==> config.mk <==
export PLATFORM = sky130hd
export DESIGN_NAME = uart_rx_cfg
export DESIGN_NICKNAME = d
export VERILOG_FILES = /design/src/rtl/uart_pkg.sv /design/src/rtl/uart_baud_tick.sv /design/src/rtl/uart_rx_cfg.sv
export SDC_FILE = /design/constraint.sdc
export NUM_CORES = 1
export LEC_CHECK = 0
export BUFFER_PORTS_ARGS = -buffer_cell sky130_fd_sc_hd__buf_4
export CAP_MARGIN = 40
export CORE_ASPECT_RATIO = 2
export CORE_UTILIZATION = 58
export DETAILED_ROUTE_END_ITERATION = 7
export MAX_ROUTING_LAYER = met4
export PLACE_DENSITY = 0.78
export SLEW_MARGIN = 20
export SYNTH_ARGS = -nofsm -noshare
export SYNTH_HDL_FRONTEND = slang
export SYNTH_HIERARCHICAL = 1
export SYNTH_SLANG_ARGS = --single-unit
==> constraint.sdc <==
create_clock -name sys_clk -period 2.8 [get_ports sys_clk]
set_input_delay 0.56 -clock sys_clk [delete_from_list [all_inputs] [get_ports sys_clk]]
set_output_delay 0.56 -clock sys_clk [all_outputs]
set_load 0.05 [all_outputs]
==> src/rtl/uart_pkg.sv <==
// Shared definitions for the configurable UART blocks: parity modes, receiver
// state encoding and the helpers that size the baud divider and counters.
package uart_pkg;

    localparam int PARITY_NONE = 0;
    localparam int PARITY_ODD  = 1;
    localparam int PARITY_EVEN = 2;

    typedef enum logic [2:0] {
        ST_IDLE,
        ST_START,
        ST_DATA,
        ST_PARITY,
        ST_STOP,
        ST_WAIT_IDLE
    } uart_state_e;

    function automatic int calc_div(input int clk_freq, input int bps, input int osr);
        return clk_freq / (bps * osr);
    endfunction

    // Width of a counter that spans 0..n-1, never less than one bit.
    function automatic int cnt_w(input int n);
        return (n <= 2) ? 1 : $clog2(n);
    endfunction

endpackage

==> src/rtl/uart_baud_tick.sv <==
// Oversample tick generator: one-cycle tick every DIV clocks while enabled,
// counter held at zero while disabled so every enable starts a fresh period.
module uart_baud_tick
    import uart_pkg::*;
#(
    parameter int CLK_FREQ = 50_000_000,
    parameter int UART_BPS = 115200,
    parameter int OSR      = 16
) (
    input  logic sys_clk,
    input  logic sys_rst_n,
    input  logic en_i,
    output logic tick_o
);

    localparam int DIV   = calc_div(CLK_FREQ, UART_BPS, OSR);
    localparam int DIV_W = cnt_w(DIV);

    if (DIV < 2) begin : g_div_check
        $error("uart_baud_tick: divider %0d is below 2", DIV);
    end

    logic [DIV_W-1:0] cnt_q, cnt_d;
    logic             last;

    assign last   = (cnt_q == DIV_W'(DIV - 1));
    assign tick_o = en_i && last;

    always_comb begin
        cnt_d = cnt_q + 1'b1;
        if (!en_i || last) begin
            cnt_d = '0;
        end
    end

    always_ff @(posedge sys_clk or negedge sys_rst_n) begin
        if (!sys_rst_n) begin
            cnt_q <= '0;
        end else begin
            cnt_q <= cnt_d;
        end
    end

endmodule

==> src/rtl/uart_rx_cfg.sv <==
// Configurable UART receiver (data width, parity, stop bits) with framing,
// parity and break detection. Define UART_RX_MAJORITY_EN for 2-of-3 bit voting.
module uart_rx_cfg
    import uart_pkg::*;
#(
    parameter int CLK_FREQ  = 50_000_000,
    parameter int UART_BPS  = 115200,
    parameter int OSR       = 16,
    parameter int DATA_BITS = 8,
    parameter int PARITY    = 0,
    parameter int STOP_BITS = 1
) (
    input  logic                 sys_clk,
    input  logic                 sys_rst_n,
    input  logic                 rx,
    output logic [DATA_BITS-1:0] po_data,
    output logic                 po_flag,
    output logic                 frame_err,
    output logic                 parity_err,
    output logic                 break_det,
    output logic                 busy
);

    localparam int OS_W  = cnt_w(OSR);
    localparam int BIT_W = cnt_w(DATA_BITS);
`ifdef UART_RX_MAJORITY_EN
    localparam int SP = OSR / 2 + 1;
`else
    localparam int SP = OSR / 2;
`endif

    if (OSR < 8 || OSR % 2 != 0 || DATA_BITS < 5 || DATA_BITS > 9 ||
        PARITY < 0 || PARITY > 2 || STOP_BITS < 1 || STOP_BITS > 2) begin : g_param_check
        $error("uart_rx_cfg: unsupported parameter combination");
    end

    uart_state_e          state_q;
    logic                 rx_meta_q, rx_s_q, rx_prev_q;
    logic [OS_W-1:0]      os_cnt_q;
    logic [BIT_W-1:0]     bit_cnt_q;
    logic                 stop_idx_q;
    logic [DATA_BITS-1:0] shift_q;
    logic                 par_q, stop0_q;
    logic                 tick, samp_evt, wrap, bit_val;
    logic                 last_stop, first_stop, fe_d, pe_d, brk_d;

    uart_baud_tick #(
        .CLK_FREQ (CLK_FREQ),
        .UART_BPS (UART_BPS),
        .OSR      (OSR)
    ) u_tick (
        .sys_clk   (sys_clk),
        .sys_rst_n (sys_rst_n),
        .en_i      (state_q != ST_IDLE),
        .tick_o    (tick)
    );

    always_ff @(posedge sys_clk or negedge sys_rst_n) begin
        if (!sys_rst_n) begin
            rx_meta_q <= 1'b1;
            rx_s_q    <= 1'b1;
            rx_prev_q <= 1'b1;
        end else begin
            rx_meta_q <= rx;
            rx_s_q    <= rx_meta_q;
            rx_prev_q <= rx_s_q;
        end
    end

    assign samp_evt = tick && (os_cnt_q == OS_W'(SP));
    assign wrap     = tick && (os_cnt_q == OS_W'(OSR - 1));

`ifdef UART_RX_MAJORITY_EN
    // Two early samples are held; the third is the live value at the decision tick.
    logic [1:0] maj_q;
    always_ff @(posedge sys_clk) begin
        if (tick && os_cnt_q == OS_W'(SP - 2)) maj_q[0] <= rx_s_q;
        if (tick && os_cnt_q == OS_W'(SP - 1)) maj_q[1] <= rx_s_q;
    end
    assign bit_val = (maj_q[0] & maj_q[1]) | (maj_q[0] & rx_s_q) | (maj_q[1] & rx_s_q);
`else
    assign bit_val = rx_s_q;
`endif

    always_ff @(posedge sys_clk) begin
        if (samp_evt) begin
            case (state_q)
                ST_DATA:   shift_q <= {bit_val, shift_q[DATA_BITS-1:1]};
                ST_PARITY: par_q   <= bit_val;
                ST_STOP:   if (!stop_idx_q) stop0_q <= bit_val;
                default: ;
            endcase
        end
    end

    // With one stop bit the final sample is also the first one.
    assign last_stop  = (STOP_BITS == 1) || stop_idx_q;
    assign first_stop = stop_idx_q ? stop0_q : bit_val;
    assign fe_d       = !first_stop || !bit_val;
    assign pe_d       = (PARITY == PARITY_ODD)  ? !(^shift_q ^ par_q) :
                        (PARITY == PARITY_EVEN) ?  (^shift_q ^ par_q) : 1'b0;
    assign brk_d      = (shift_q == '0) && ((PARITY == PARITY_NONE) || !par_q) && !first_stop;

    always_ff @(posedge sys_clk or negedge sys_rst_n) begin
        if (!sys_rst_n) begin
            state_q    <= ST_IDLE;
            os_cnt_q   <= '0;
            bit_cnt_q  <= '0;
            stop_idx_q <= 1'b0;
            po_data    <= '0;
            po_flag    <= 1'b0;
            frame_err  <= 1'b0;
            parity_err <= 1'b0;
            break_det  <= 1'b0;
            busy       <= 1'b0;
        end else begin
            po_flag   <= 1'b0;
            break_det <= 1'b0;
            if (tick) os_cnt_q <= wrap ? '0 : os_cnt_q + 1'b1;
            case (state_q)
                ST_IDLE: begin
                    os_cnt_q   <= '0;
                    bit_cnt_q  <= '0;
                    stop_idx_q <= 1'b0;
                    if (rx_prev_q && !rx_s_q) state_q <= ST_START;
                end
                ST_START: begin
                    if (samp_evt) begin
                        if (bit_val) state_q <= ST_IDLE;
                        else         busy    <= 1'b1;
                    end
                    if (wrap) state_q <= ST_DATA;
                end
                ST_DATA: begin
                    if (wrap) begin
                        if (bit_cnt_q == BIT_W'(DATA_BITS - 1)) begin
                            bit_cnt_q <= '0;
                            state_q   <= (PARITY != PARITY_NONE) ? ST_PARITY : ST_STOP;
                        end else begin
                            bit_cnt_q <= bit_cnt_q + 1'b1;
                        end
                    end
                end
                ST_PARITY: begin
                    if (wrap) state_q <= ST_STOP;
                end
                ST_STOP: begin
                    if (samp_evt && last_stop) begin
                        if (brk_d) begin
                            break_det <= 1'b1;
                            frame_err <= 1'b1;
                        end else begin
                            po_flag    <= 1'b1;
                            po_data    <= shift_q;
                            frame_err  <= fe_d;
                            parity_err <= pe_d;
                        end
                        if (!bit_val) begin
                            state_q <= ST_WAIT_IDLE;
                        end else begin
                            state_q <= ST_IDLE;
                            busy    <= 1'b0;
                        end
                    end
                    if (wrap) stop_idx_q <= 1'b1;
                end
                ST_WAIT_IDLE: begin
                    if (rx_s_q) begin
                        state_q <= ST_IDLE;
                        busy    <= 1'b0;
                    end
                end
                default: state_q <= ST_IDLE;
            endcase
        end
    end

endmodule

After elaboration in Yosys (flattened, before gate mapping) --
Index checks and enable logic that the tools add are counted.
Word-level totals: output and inout port bits 13, flip-flop bits (word level) 40, input bits 3
Operators by class: mux-type cells 32, reductions and logical operators 24, add/sub/neg operators 3, bitwise gates (word level) 1, eq/ne operators 18
Operators by type and width (number):
- 3-bit 2-to-1 mux | 11
- 3-bit case mux with 6 select lines | 1
- 2-bit != test (second input constant) | 8
- 1-bit 2-to-1 mux | 13
- 4-bit 2-to-1 mux | 3
- 3-bit == test (second input constant) | 3
- 4-bit == test (second input constant) | 2
- 8-bit logical NOT | 1
- 2-bit AND reduction | 4
- 3-bit by 2-bit == test with 1-bit output (second input constant) | 2
- 3-bit case mux with 2 select lines | 1
- 6-bit AND reduction | 1
- 2-bit nonzero test | 3
- 3-bit nonzero test | 2
- 5-bit by 1-bit adder with 5-bit output (second input constant) | 1
- 5-bit == test (second input constant) | 1
- 1-bit logical AND | 5
- 5-bit 2-to-1 mux | 1
- 4-bit by 1-bit adder with 4-bit output (second input constant) | 1
- 4-bit AND reduction | 1
- 3-bit by 1-bit adder with 3-bit output (second input constant) | 1
- 3-bit by 1-bit == test with 1-bit output (second input constant) | 1
- 1-bit logical NOT | 3
- 3-bit logical NOT | 1
- 6 further kinds | 7

Longest topological paths before layout --
word-level depth 6, gate-level depth with buffers 10, mapped depth without buffers 7

Cells and area by module --
Netlist, hierarchy kept.
By module, submodules not included:
- uart_rx_cfg | sequential area each 924.6 um^2, times used 1, cells each 144, area each 1685.4 um^2
- uart_baud_tick | sequential area each 125.1 um^2, times used 1, cells each 23, area each 275.3 um^2

Worst setup path before layout --
OpenSTA, ideal clock, no wires.
path kind reg2reg, from register u_tick.cnt_q[0], to register shift_q[0] (enable), stages on the path, launching flop included 10, setup slack 265 ps, arrival time 2152 ps, clock period less this slack 2535 ps, buffers on the path 3, cells stage by stage dfrtp_1 inv_1 ha_1 and4b_1 buf_6 and2_1 buf_4 nand4b_1 buf_2 nor3_1
Between the ends: longest elaborated chain between the ends 4
Ends and longest elaborated chain:
- start, declared | line uart_baud_tick.sv:23 | logic [DIV_W-1:0] cnt_q, cnt_d;
- start signal, assigned | line uart_baud_tick.sv:40 | cnt_q <= cnt_d;
- 5-bit == test | line uart_baud_tick.sv:26 | assign last = (cnt_q == DIV_W'(DIV - 1));
- 1-bit logical AND | line uart_baud_tick.sv:27 | assign tick_o = en_i && last;
- net tick | line uart_rx_cfg.sv:44 | logic tick, samp_evt, wrap, bit_val;
- 1-bit logical AND | line uart_rx_cfg.sv:70 | assign samp_evt = tick && (os_cnt_q == OS_W'(SP));
- 2-bit AND reduction (no line)
- end signal, assigned | line uart_rx_cfg.sv:88 | ST_DATA: shift_q <= {bit_val, shift_q[DATA_BITS-1:1]};
- end, declared | line uart_rx_cfg.sv:42 | logic [DATA_BITS-1:0] shift_q;
The timed path passes the listed nets, and every way through them passes these cells. A chain may end at the register's enable or synchronous reset.

Worst setup path after layout --
from register u_tick.cnt_q[0], to register busy
Between the ends: longest elaborated chain between the ends 5, elaborated cells on any way between the ends 6, classes of those cells 3 x eq/ne; 3 x reduce/logical
Ends and longest elaborated chain:
- 5-bit == test * | line uart_baud_tick.sv:26
- 1-bit logical AND * | line uart_baud_tick.sv:27
- net tick | line uart_rx_cfg.sv:44
- 1-bit logical AND * | line uart_rx_cfg.sv:70
- 2-bit != test (no line)
- 4-bit AND reduction (no line) *
- end signal, assigned | line uart_rx_cfg.sv:115 | busy <= 1'b0;
- end signal, assigned | line uart_rx_cfg.sv:130 | else busy <= 1'b1;
- end signal, assigned | line uart_rx_cfg.sv:162 | busy <= 1'b0;
- end, declared | line uart_rx_cfg.sv:21 | output logic busy
Mark *: on every way through the listed nets, which the timed path passes. The rest lies on a longest branch.

==> results.md <==
- Starting Density: 0.614
- Startpoint types: register
- Seq/Total Area, Yosys: 0.535
- Layout cells sized above 1: 0.212
- Horiz. Die Dim: between 40 and 50 um
- Top cells by count, synth: 28 x dfrtp_1, 18 x nand3_1, 10 x o21ai_1, 9 x edfxtp_1
- Cell Count Post-Placement: between 200 and 250
- Clock sink count: 40
- Pwr per Cell Area: about 560 nW/um2
- Core Area: ~3200 um2
- Slew at the pin with the worst max-slew slack: between 0.6 and 0.7 ns
- Clock share of power: 0.306
- Antenna cells: 0
- Wire per inst: roughly 19 um
- Utilization after layout: 0.674
- Number of port buffers: 14
- Final setup fails: 0
- Synth Warn #: 6
- Num CTS Buffers: 5
- Seq pwr share: 0.571
- Final instance area: roughly 2200 um2
- Via count: about 1,400
- Clock Latency Late Sink: between 0.2 and 0.3 ns
- Syn Nets: 176
- MaxCap Viol Count: 0
- Die Ht: ~84 um
- Cells after synthesis: roughly 170
- Post-route minimum period: roughly 2.4 ns
- Synth Register Bits: 40
- Number of synthesized flops with an enable pin: 9
- DP Area: ~2100 um2
- Worst min path class: in -> async
- Max Transition Viols Final: 0
- Drt first pass iters: 4
- Max H-tree Level: 2
- Top-count cell post-synth: dfrtp_1
- Post-CTS Setup Bufs: 0
- Avg Cell Area, Syn: roughly 12 um2
- Global route overflow: 0
- Area leader, netlist: dfrtp_1
- Post-synth top area share: 0.357
- Number of nets with antenna violations after routing: 0
- Max Root-Sink Buffers: 2
- Layout area overhead: 9.83%
- Clock transition at path regs: ~0.08 ns
- TritonCTS clock tree: built
- TNS Setup: 0 ns
- Top_reg_cell synth: dfrtp_1
- Max Freq: approximately 420 MHz
- Largest net degree at the start of global routing: 32
- Peak supply drop: ~0.55 mV
- Fillers: around 250
- Crit Path Category: reg -> reg
- Vias/cell: 6.53
- Tcrit/Tclk final: 0.847
- Gate power share: 0.124
- Post-layout power: between 1000 and 1500 uW
- Gpl congestion: roughly 0.85
- WP data required: 2.97 ns
- Nets: approximately 190
- Crit-path max FO: 12
- First-pass GRT wire length: roughly 6.8 mm
- CP Capture Type: register
- Static Leak: 0.000944 uW
- Netlist cell types: 45
- Core Rows: 29
- CTS root buf: clkbuf_8
- Vias in the first global route: 1,475
- Largest cells by area after synthesis: dfrtp_1 36%, edfxtp_1 14%, nand3_1 4.6%, dfstp_2 4.0%, ha_1 3.8%
- DIE AREA: between 3000 and 4000 um2
- # DRC: 0
- Reported net switching power: 323 uW
- Clk_skew: 0.00483 ns
- Switching Share: 0.269
- Final wirelength: approximately 4 mm
- Slew margin rel.: 0.591
- Power Internal: just under 900 uW
- RSZ-0062 raised after global routing: no
- Asr flop ratio synth: 0.775
- Syn Std Cell Area: about 2000 um2
- Fin cells: between 200 and 250
- Ports: 16
- Post-DP HPWL: between 2 and 3 mm
- Fin. Hold Viols: 0
- Status: complete, no violations
- Initial drt markers: 25
- Post-CTS Hold Fix Bufs: 0
- Antenna violations before repair: 0
- Post-CTS sizing: 0
- Overall Global Routing Usage: 0.253
- CP arrival: approximately 2.5 ns
## per-stage QoR
stage / setup slack, ns / hold WS (ns)
6_report: 0.429 / 0.196
4_1_cts: 0.438 / 0.206
2_1_floorplan: 0.265 / 0.264
3_3_place_gp: 0.610 / 0.348
5_1_grt: 0.303 / 0.217
3_5_place_dp: 0.468 / 0.350
## state kept, by name, summed over array words and instances (netlist names), 3 cells and up
name / cells
shift_q: 8
bit_cnt_q: 3
os_cnt_q: 4
state_q: 3
u_tick/cnt_q: 5
po_data: 8
## path summary, 6_finish.rpt
path | start | end | slack [ns] | cells after the start
max | u_tick/cnt_q[0]$_DFF_PN0_ | busy$_DFFE_PN0P_ | 0.43 | 7
min | sys_rst_n | po_data[1]$_DFFE_PN0P_ | 0.20 | 1
max reg2reg | u_tick/cnt_q[0]$_DFF_PN0_ | busy$_DFFE_PN0P_ | 0.43 | 7
min reg2reg | rx_meta_q$_DFF_PN1_ | bit_val$_DFF_PN1_ | 0.36 | 0
max in group asynchronous | sys_rst_n | rx_meta_q$_DFF_PN1_ | 2.29 | 1
min in group sys_clk | rx_meta_q$_DFF_PN1_ | bit_val$_DFF_PN1_ | 0.36 | 0
## power by group through the flow
stage / clock network [uW] / registers [uW] / logic (uW)
floorplan: 0 / 683 / 112
global placement: 0 / 689 / 133
detailed placement: 0 / 696 / 143
CTS: 378 / 684 / 147
global route: 401 / 691 / 165
finish: 367 / 685 / 148
## cell families (layout without fill, tap and decap cells)
| group | count (synthesis) | in the layout | synth area share |
|---|---|---|---|
| buffers and inverters | 17 | 34 | 0.0504 |
| and+or+nand+nor | 64 | 64 | 0.236 |
| AOI/OAI and AO/OA | 32 | 32 | 0.101 |
| adders and majority gates | 6 | 6 | 0.0383 |
| muxes | 5 | 5 | 0.0274 |
| other | 1 | 1 | 0.00191 |
| DFF | 40 | 40 | 0.535 |
| xor gates and xnor gates | 2 | 2 | 0.00894 |
## metal layers
metal  track usage  vias up  wire length [um]
met5             -        -                 0
met4         0.110        0                95
met3        0.0473       10               101
met2         0.449       39              2330
met1         0.257      704              1470
li1              -      651                 -
## placed cells by master, fill, tap and decap left out, types with 2 or more instances in the layout
cell type / netlist / final
nand2b_1: 2 / 2
nor3b_1: 5 / 5
o21ai_1: 10 / 10
edfxtp_1: 9 / 9
ha_1: 6 / 6
buf_4: 2 / 18
nand2_1: 3 / 3
nor3_2: 2 / 2
nand3_1: 18 / 18
and2_1: 2 / 2
mux2i_1: 4 / 4
and4_1: 2 / 2
o21ai_0: 3 / 3
nor3_1: 2 / 2
nor4_4: 2 / 2
nor4_1: 2 / 2
o2bb2ai_1: 3 / 3
nor2_1: 5 / 5
o211ai_1: 3 / 3
dfrtp_1: 28 / 28
clkinv_2: 0 / 2
a21oi_1: 7 / 7
and4b_1: 2 / 2
inv_1: 8 / 8
nand4_1: 8 / 8
nor4_2: 2 / 2
clkbuf_8: 0 / 5
dfstp_2: 3 / 3
## area by class of cell
cell class                 instances  area [um2]  area share
multi-input combinational        110         812       0.377
clock buffer                       5        68.8      0.0320
inverter                           8        30.0      0.0139
timing repair buffer              18         135      0.0628
sequential                        40        1050       0.488
tap                               31        38.8      0.0180
clock inverter                     3        18.8     0.00872
## worst max-delay path, cell delays in order, from the launching register on
cell and delay [ns]:
dfrtp_1 0.43, inv_1 0.08, ha_1 0.14, and4b_1 0.36, and2_1 0.36, and4b_1 0.50
o21ai_1 0.14, o31a_1 0.25
No activity file was read; power rests on OpenSTA's default activity.
